[src/rtl/display_scan_n_pkg.sv]
// Shared constants for the multiplexed seven-segment scanner: hex glyphs, blank pattern, width helper.
package display_scan_n_pkg;

    typedef logic [6:0] seg_t;

    // Segment bit order is {A,B,C,D,E,F,G}; a 1 lights the segment.
    localparam seg_t SEG_OFF = 7'h00;

    localparam seg_t SEG_HEX [16] = '{
        7'h7E,  // 0
        7'h30,  // 1
        7'h6D,  // 2
        7'h79,  // 3
        7'h33,  // 4
        7'h5B,  // 5
        7'h5F,  // 6
        7'h70,  // 7
        7'h7F,  // 8
        7'h7B,  // 9
        7'h77,  // A
        7'h1F,  // b
        7'h4E,  // C
        7'h3D,  // d
        7'h4F,  // E
        7'h47   // F
    };

    function automatic int clog2(input int value);
        int r;
        r = 0;
        for (int v = value - 1; v > 0; v = v >> 1) begin
            r = r + 1;
        end
        return r;
    endfunction

endpackage

[src/rtl/display_scan_n_seg7_decode.sv]
// Hex nibble to active-high seven-segment glyph.
// Latency: combinational. Backpressure: none.
// Polarity is left to the caller so the glyph table stays in one form.
module seg7_decode
    import display_scan_n_pkg::*;
(
    input  logic [3:0] nibble,
    output seg_t       pattern
);

    assign pattern = SEG_HEX[nibble];

endmodule

[src/rtl/display_scan_n.sv]
// Time-multiplexed seven-segment scanner with frame-atomic double-buffered digit updates.
// Latency: outputs registered, one cycle behind the scan index and active digit registers.
// Backpressure: none; load is a fire-and-forget strobe, the newest load before a wrap wins.
module display_scan_n
    import display_scan_n_pkg::*;
#(
    parameter int NUM_DIGITS = 4,
    parameter int SCAN_DIV   = 2**19,
    parameter bit ACTIVE_LOW = 1'b1
) (
    input  logic                    clk,
    input  logic                    reset,
    input  logic [4*NUM_DIGITS-1:0] digit_values,
    input  logic [NUM_DIGITS-1:0]   dp_in,
    input  logic [NUM_DIGITS-1:0]   blank_in,
    input  logic                    load,
    output logic [6:0]              seg,
    output logic                    dp,
    output logic [NUM_DIGITS-1:0]   digit_en,
    output logic                    frame_done
);

    localparam int PW = clog2(SCAN_DIV);
    localparam int IW = (NUM_DIGITS > 1) ? clog2(NUM_DIGITS) : 1;
    localparam logic [PW-1:0] PRESC_LAST = PW'(SCAN_DIV - 1);
    localparam logic [IW-1:0] IDX_LAST   = IW'(NUM_DIGITS - 1);

    generate
        if (NUM_DIGITS < 1 || NUM_DIGITS > 8) begin : g_bad_digits
            $error("display_scan_n: NUM_DIGITS must be 1..8");
        end
        if (SCAN_DIV < 2) begin : g_bad_div
            $error("display_scan_n: SCAN_DIV must be at least 2");
        end
    endgenerate

    logic [PW-1:0] presc;
    logic [PW-1:0] presc_nxt;
    logic [IW-1:0] idx;
    logic [IW-1:0] idx_nxt;
    logic          tick;
    logic          wrap;

    logic [NUM_DIGITS-1:0][3:0] stage_val;
    logic [NUM_DIGITS-1:0]      stage_dp;
    logic [NUM_DIGITS-1:0]      stage_blank;
    logic [NUM_DIGITS-1:0][3:0] act_val;
    logic [NUM_DIGITS-1:0]      act_dp;
    logic [NUM_DIGITS-1:0]      act_blank;
    logic                       pending;

    seg_t                  pattern;
    seg_t                  seg_hi;
    logic                  dp_hi;
    logic [NUM_DIGITS-1:0] en_hi;

    assign tick      = (presc == PRESC_LAST);
    assign wrap      = tick && (idx == IDX_LAST);
    assign presc_nxt = tick ? '0 : presc + 1'b1;
    assign idx_nxt   = wrap ? '0 : (tick ? idx + 1'b1 : idx);

    // frame_done is computed from next-state so it is high during the wrap cycle itself,
    // which lets a load aligned to frame_done land directly in the active registers.
    always_ff @(posedge clk) begin
        if (reset) begin
            presc      <= '0;
            idx        <= '0;
            frame_done <= 1'b0;
        end else begin
            presc      <= presc_nxt;
            idx        <= idx_nxt;
            frame_done <= (presc_nxt == PRESC_LAST) && (idx_nxt == IDX_LAST);
        end
    end

    always_ff @(posedge clk) begin
        if (reset) begin
            stage_val   <= '0;
            stage_dp    <= '0;
            stage_blank <= '1;
            act_val     <= '0;
            act_dp      <= '0;
            act_blank   <= '1;
            pending     <= 1'b0;
        end else begin
            if (load) begin
                stage_val   <= digit_values;
                stage_dp    <= dp_in;
                stage_blank <= blank_in;
            end
            if (wrap) begin
                pending <= 1'b0;
                if (load) begin
                    act_val   <= digit_values;
                    act_dp    <= dp_in;
                    act_blank <= blank_in;
                end else if (pending) begin
                    act_val   <= stage_val;
                    act_dp    <= stage_dp;
                    act_blank <= stage_blank;
                end
            end else if (load) begin
                pending <= 1'b1;
            end
        end
    end

    seg7_decode u_decode (
        .nibble  (act_val[idx]),
        .pattern (pattern)
    );

    always_comb begin
        en_hi  = NUM_DIGITS'(1) << idx;
        seg_hi = act_blank[idx] ? SEG_OFF : pattern;
        dp_hi  = act_dp[idx] & ~act_blank[idx];
    end

    always_ff @(posedge clk) begin
        if (reset) begin
            seg      <= SEG_OFF ^ {7{ACTIVE_LOW}};
            dp       <= ACTIVE_LOW;
            digit_en <= {NUM_DIGITS{ACTIVE_LOW}};
        end else begin
            seg      <= seg_hi ^ {7{ACTIVE_LOW}};
            dp       <= dp_hi ^ ACTIVE_LOW;
            digit_en <= en_hi ^ {NUM_DIGITS{ACTIVE_LOW}};
        end
    end

endmodule

[config.mk]
export PLATFORM = sky130hd
export DESIGN_NAME = display_scan_n
export DESIGN_NICKNAME = d
export VERILOG_FILES = /design/src/rtl/display_scan_n_pkg.sv /design/src/rtl/display_scan_n_seg7_decode.sv /design/src/rtl/display_scan_n.sv
export SDC_FILE = /design/constraint.sdc
export NUM_CORES = 1
export LEC_CHECK = 0
export BUFFER_PORTS_ARGS = -buffer_cell sky130_fd_sc_hd__buf_2
export CAP_MARGIN = 15
export CORE_AREA = 2 2 133 70
export CTS_CLUSTER_SIZE = 16
export DETAILED_ROUTE_END_ITERATION = 10
export DIE_AREA = 0 0 135 72
export SKIP_LAST_GASP = 1
export SLEW_MARGIN = 25
export SYNTH_ARGS = -nofsm -noshare
export SYNTH_HDL_FRONTEND = slang
export SYNTH_SLANG_ARGS = --single-unit
[constraint.sdc]
create_clock -name clk -period 6.68 [get_ports clk]
set_input_delay 0.668 -clock clk [delete_from_list [all_inputs] [get_ports clk]]
set_output_delay 0.668 -clock clk [all_outputs]
set_load 0.005 [all_outputs]
==> summary.txt <==
Clock tree
  – CTS Buffer Depth: 2
  – Clock Sinks: between 80 and 90
  – PostCTS Resize Cnt: 0
  – TritonCTS Buffers: 9
  – Setup bufs post-CTS: 0
  – H-tree levels: 3
  – Clock transition at path regs: ~0.060 ns
  – Root buffer cell: clkbuf_16
  – CTS Hold Bufs: 0
  – Clk_lat worst skew: 0.34 ns
  – CTS tree: done

Status
  – Outcome: completed

Final layout
  – N_diodes: 0
  – Fillers: between 800 and 900
  – # nets final: between 400 and 500
  – Final Core Density: 0.504
  – Multi-input logic area: ~1900 um^2
  – Fraction of layout cells with a size suffix above 1: 0.190
  – Layout area overhead: 14.1%
  – Seq. cell area: ~1700 um^2
  – Final Non-Filler Cells: between 500 and 600

Worst setup path
  – RR Startpoint: idx[1]$_SDFF_PP0_
  – Slowest Stage Delay on Critical Path: between 0.6 and 0.7 ns
  – Setup crit start kind: flip-flop
  – CP Data Required Time: 6.89 ns
  – R2R Setup Slk: roughly 4.3 ns
  – Crit path cell chain: mux4_2 > inv_1 > ha_1 > inv_1 > mux4_2 > nand2b_1
  – Crit-path max FO: 10
  – Worst reg-to-reg path cell count: 6
  – Slowest cell on the critical path: dfxtp_1
  – CP Capture Type: flip-flop
  – R2r endpoint: seg[3]$_SDFF_PP1_
  – Arr. time, crit path: between 2 and 3 ns
  – WS Path Type: flip-flop to flip-flop

Global routing
  – Initial antenna violation count: 0
  – Vias in the first global route: 2,691
  – Tot GR Track Use: 0.164
  – First-pass GRT wire length: ~13,000 um
  – Grt ovf: 0
  – Largest net degree at the start of global routing: 64

Logic synthesis
  – Post-synth EDFFs: 0
  – Post-Synthesis Cells: 379
  – Async set-reset flop share out of synthesis: 0
  – Synth warn: 0
  – Syn nets: ~420
  – Syn avg cell area: roughly 10 um^2
  – Synth Register Bits: slightly above 80
  – Unique masters post-synth: 47
  – Synthesized cell area: about 3800 um^2
  – Post-synth top flop: dfxtp_1
  – Sequential area share after synthesis: 0.441

Worst hold path
  – Hold Crit Endpoint: act_blank[3]$_SDFFE_PP1P_
  – Hold WC Path Type: flip-flop to flip-flop
  – Hold path startpoint: act_blank[3]$_SDFFE_PP1P_
  – Worst hold stages: 1

Detailed routing
  – Final ANT Viol Nets: 0
  – Met1 WL: roughly 3400 um
  – Vias post-DR: around 2,700
  – Top sig layer: met4
  – Routed WL: roughly 7300 um
  – Residual DRC: 0
  – Pre-Repair DR Iteration Count: 4
  – WL/cell: 13.7 um
  – 1st-iter DRT viols: 159
  – Vias/cell: approximately 5.0
  – Met2 Wirelength: 3470 um
  – WL met3: approximately 280 um

Timing
  – Hold_ws: 0.460 ns
  – RSZ-0062 raised after global routing: false
  – Total negative setup slack: 0 ns
  – FMAX: around 430 MHz
  – Final setup viols: 0
  – Final Skew: approximately 0.0085 ns
  – Slew headroom: 0.510
  – Fin crit share: 0.352
  – Endpoints failing hold: 0
  – Final Max Tran Viols: 0
  – Measured slew at the worst slew-check pin: 0.735 ns
  – Min Tclk post-route: 2.35 ns

Floorplanning
  – Die area: around 9700 um^2
  – Num ports: 40
  – Core area: 8530 um^2
  – # rows: 24
  – Die W: ~140 um
  – Starting density of the core: 0.442
  – Die Y: just over 70 um

Place
  – # placed instances: about 520
  – Final HPWL DP: 5040 um
  – Port Buffers: 39
  – Final Wtd Congestion: 0.880

Job
  – MaxCap Viol Count: 0

Power and ir drop
  – Pwr Total: ~0.0010 W
  – P_leak: between 1.5 and 2 nW
  – Pwr dens: between 200 and 250 nW/um^2
  – Worst IR Drop VDD: approximately 0.00013 V
[critical path: cells and delay by family (launching register included)]
family,cells,cell delay (ns)
AND/OR/NAND/NOR,1,0.15
flip-flops,1,0.65
multiplexers,2,1.08
buffers and inverters,2,0.19
adder cells (fa/ha/maj),1,0.14
[worst max path at each step]
stage	slack [ns]	endpoint	depth (start not counted)	startpoint
5_1_grt	4.17	seg[3]$_SDFF_PP1_	6	idx[1]$_SDFF_PP0_
4_1_cts	4.29	seg[3]$_SDFF_PP1_	6	idx[1]$_SDFF_PP0_
6_report	4.33	seg[3]$_SDFF_PP1_	6	idx[1]$_SDFF_PP0_
3_5_place_dp	3.99	act_blank[2]$_SDFFE_PP1P_	4	load
3_3_place_gp	4.06	act_blank[0]$_SDFFE_PP1P_	4	load
2_1_floorplan	4.48	seg[3]$_SDFF_PP1_	7	idx[1]$_SDFF_PP0_
[per-stage QoR]
| stage | area, um^2 | setup slack [ns] |
|---|---|---|
| 6_report | 4300 | 4.33 |
| 5_1_grt | 4300 | 4.17 |
| 4_1_cts | 4300 | 4.29 |
| 3_5_place_dp | 4000 | 3.99 |
| 3_3_place_gp | 4000 | 4.06 |
| 2_1_floorplan | 3770 | 4.48 |
[report_power, final]
| group | switching, W | total (W) | internal, W |
|---|---|---|---|
| clock | 0.000198 | 0.000486 | 0.000288 |
| combinational | 0.0000236 | 0.0000416 | 0.0000180 |
| sequential | 0.00000450 | 0.000510 | 0.000506 |
| total | 0.000226 | 0.00104 | 0.000812 |
[layer usage]
metal,vias to the layer above,GRT usage
met4,0,0.0579
met5,-,0
li1,1349,-
met3,10,0.0594
met2,42,0.280
met1,1266,0.194
[layout make-up]
cell class / count / share of cell area
sequential: 83 / 0.386
clock inverter: 7 / 0.0160
timing repair buffer: 40 / 0.0477
tap: 117 / 0.0340
multi-input combinational: 249 / 0.439
inverter: 28 / 0.0244
clock buffer: 9 / 0.0524
[logic make-up (layout without fill, tap and decap cells)]
family,count (synthesis),in the layout,synth area share
simple gates,140,140,0.217
flops,83,83,0.441
mux,51,51,0.159
buf+inv,47,84,0.0601
compound gates,34,34,0.0575
xor+xnor,14,14,0.0325
fa+ha+maj,10,10,0.0332
[cell usage in the layout, fill, tap and decap left out, types with 3 or more instances in the layout]
| master | instances |
|---|---|
| a211o_1 | 4 |
| a21oi_1 | 13 |
| buf_2 | 38 |
| clkbuf_16 | 9 |
| clkinv_2 | 3 |
| dfxtp_1 | 83 |
| ha_1 | 10 |
| inv_1 | 28 |
| mux2i_1 | 44 |
| mux4_2 | 7 |
| nand2_1 | 15 |
| nand2b_1 | 12 |
| nand3_1 | 7 |
| nand4_1 | 4 |
| nand4b_1 | 4 |
| nor2_1 | 46 |
| nor2b_1 | 22 |
| nor3_1 | 5 |
| o21ai_0 | 6 |
| o221ai_1 | 4 |
| or2_2 | 3 |
| xnor2_1 | 5 |
| xor2_1 | 9 |
[sequential cells by signal, indices dropped and copies added (netlist names)]
name / count
digit_en: 4
frame_done: 1
dp: 1
act_val: 16
stage_val: 16
presc: 19
stage_dp: 4
act_blank: 4
pending: 1
seg: 7
act_dp: 4
stage_blank: 4
idx: 2
[synthesized netlist by cell type, drive strengths merged, types with 5 or more instances]
cell / number / share of area
dfxtp: 83 / 0.44
nor2: 46 / 0.046
mux2i: 44 / 0.12
inv: 28 / 0.028
nor2b: 22 / 0.037
nand2: 15 / 0.015
a21oi: 13 / 0.017
buf: 12 / 0.025
nand2b: 12 / 0.020
ha: 10 / 0.033
xor2: 9 / 0.021
clkbuf: 7 / 0.0070
mux4: 7 / 0.042
nand3: 7 / 0.0093
nand4: 7 / 0.019
nor3: 6 / 0.011
o21ai: 6 / 0.0080
xnor2: 5 / 0.012
Note: power is estimated with default switching activity, not from simulation.
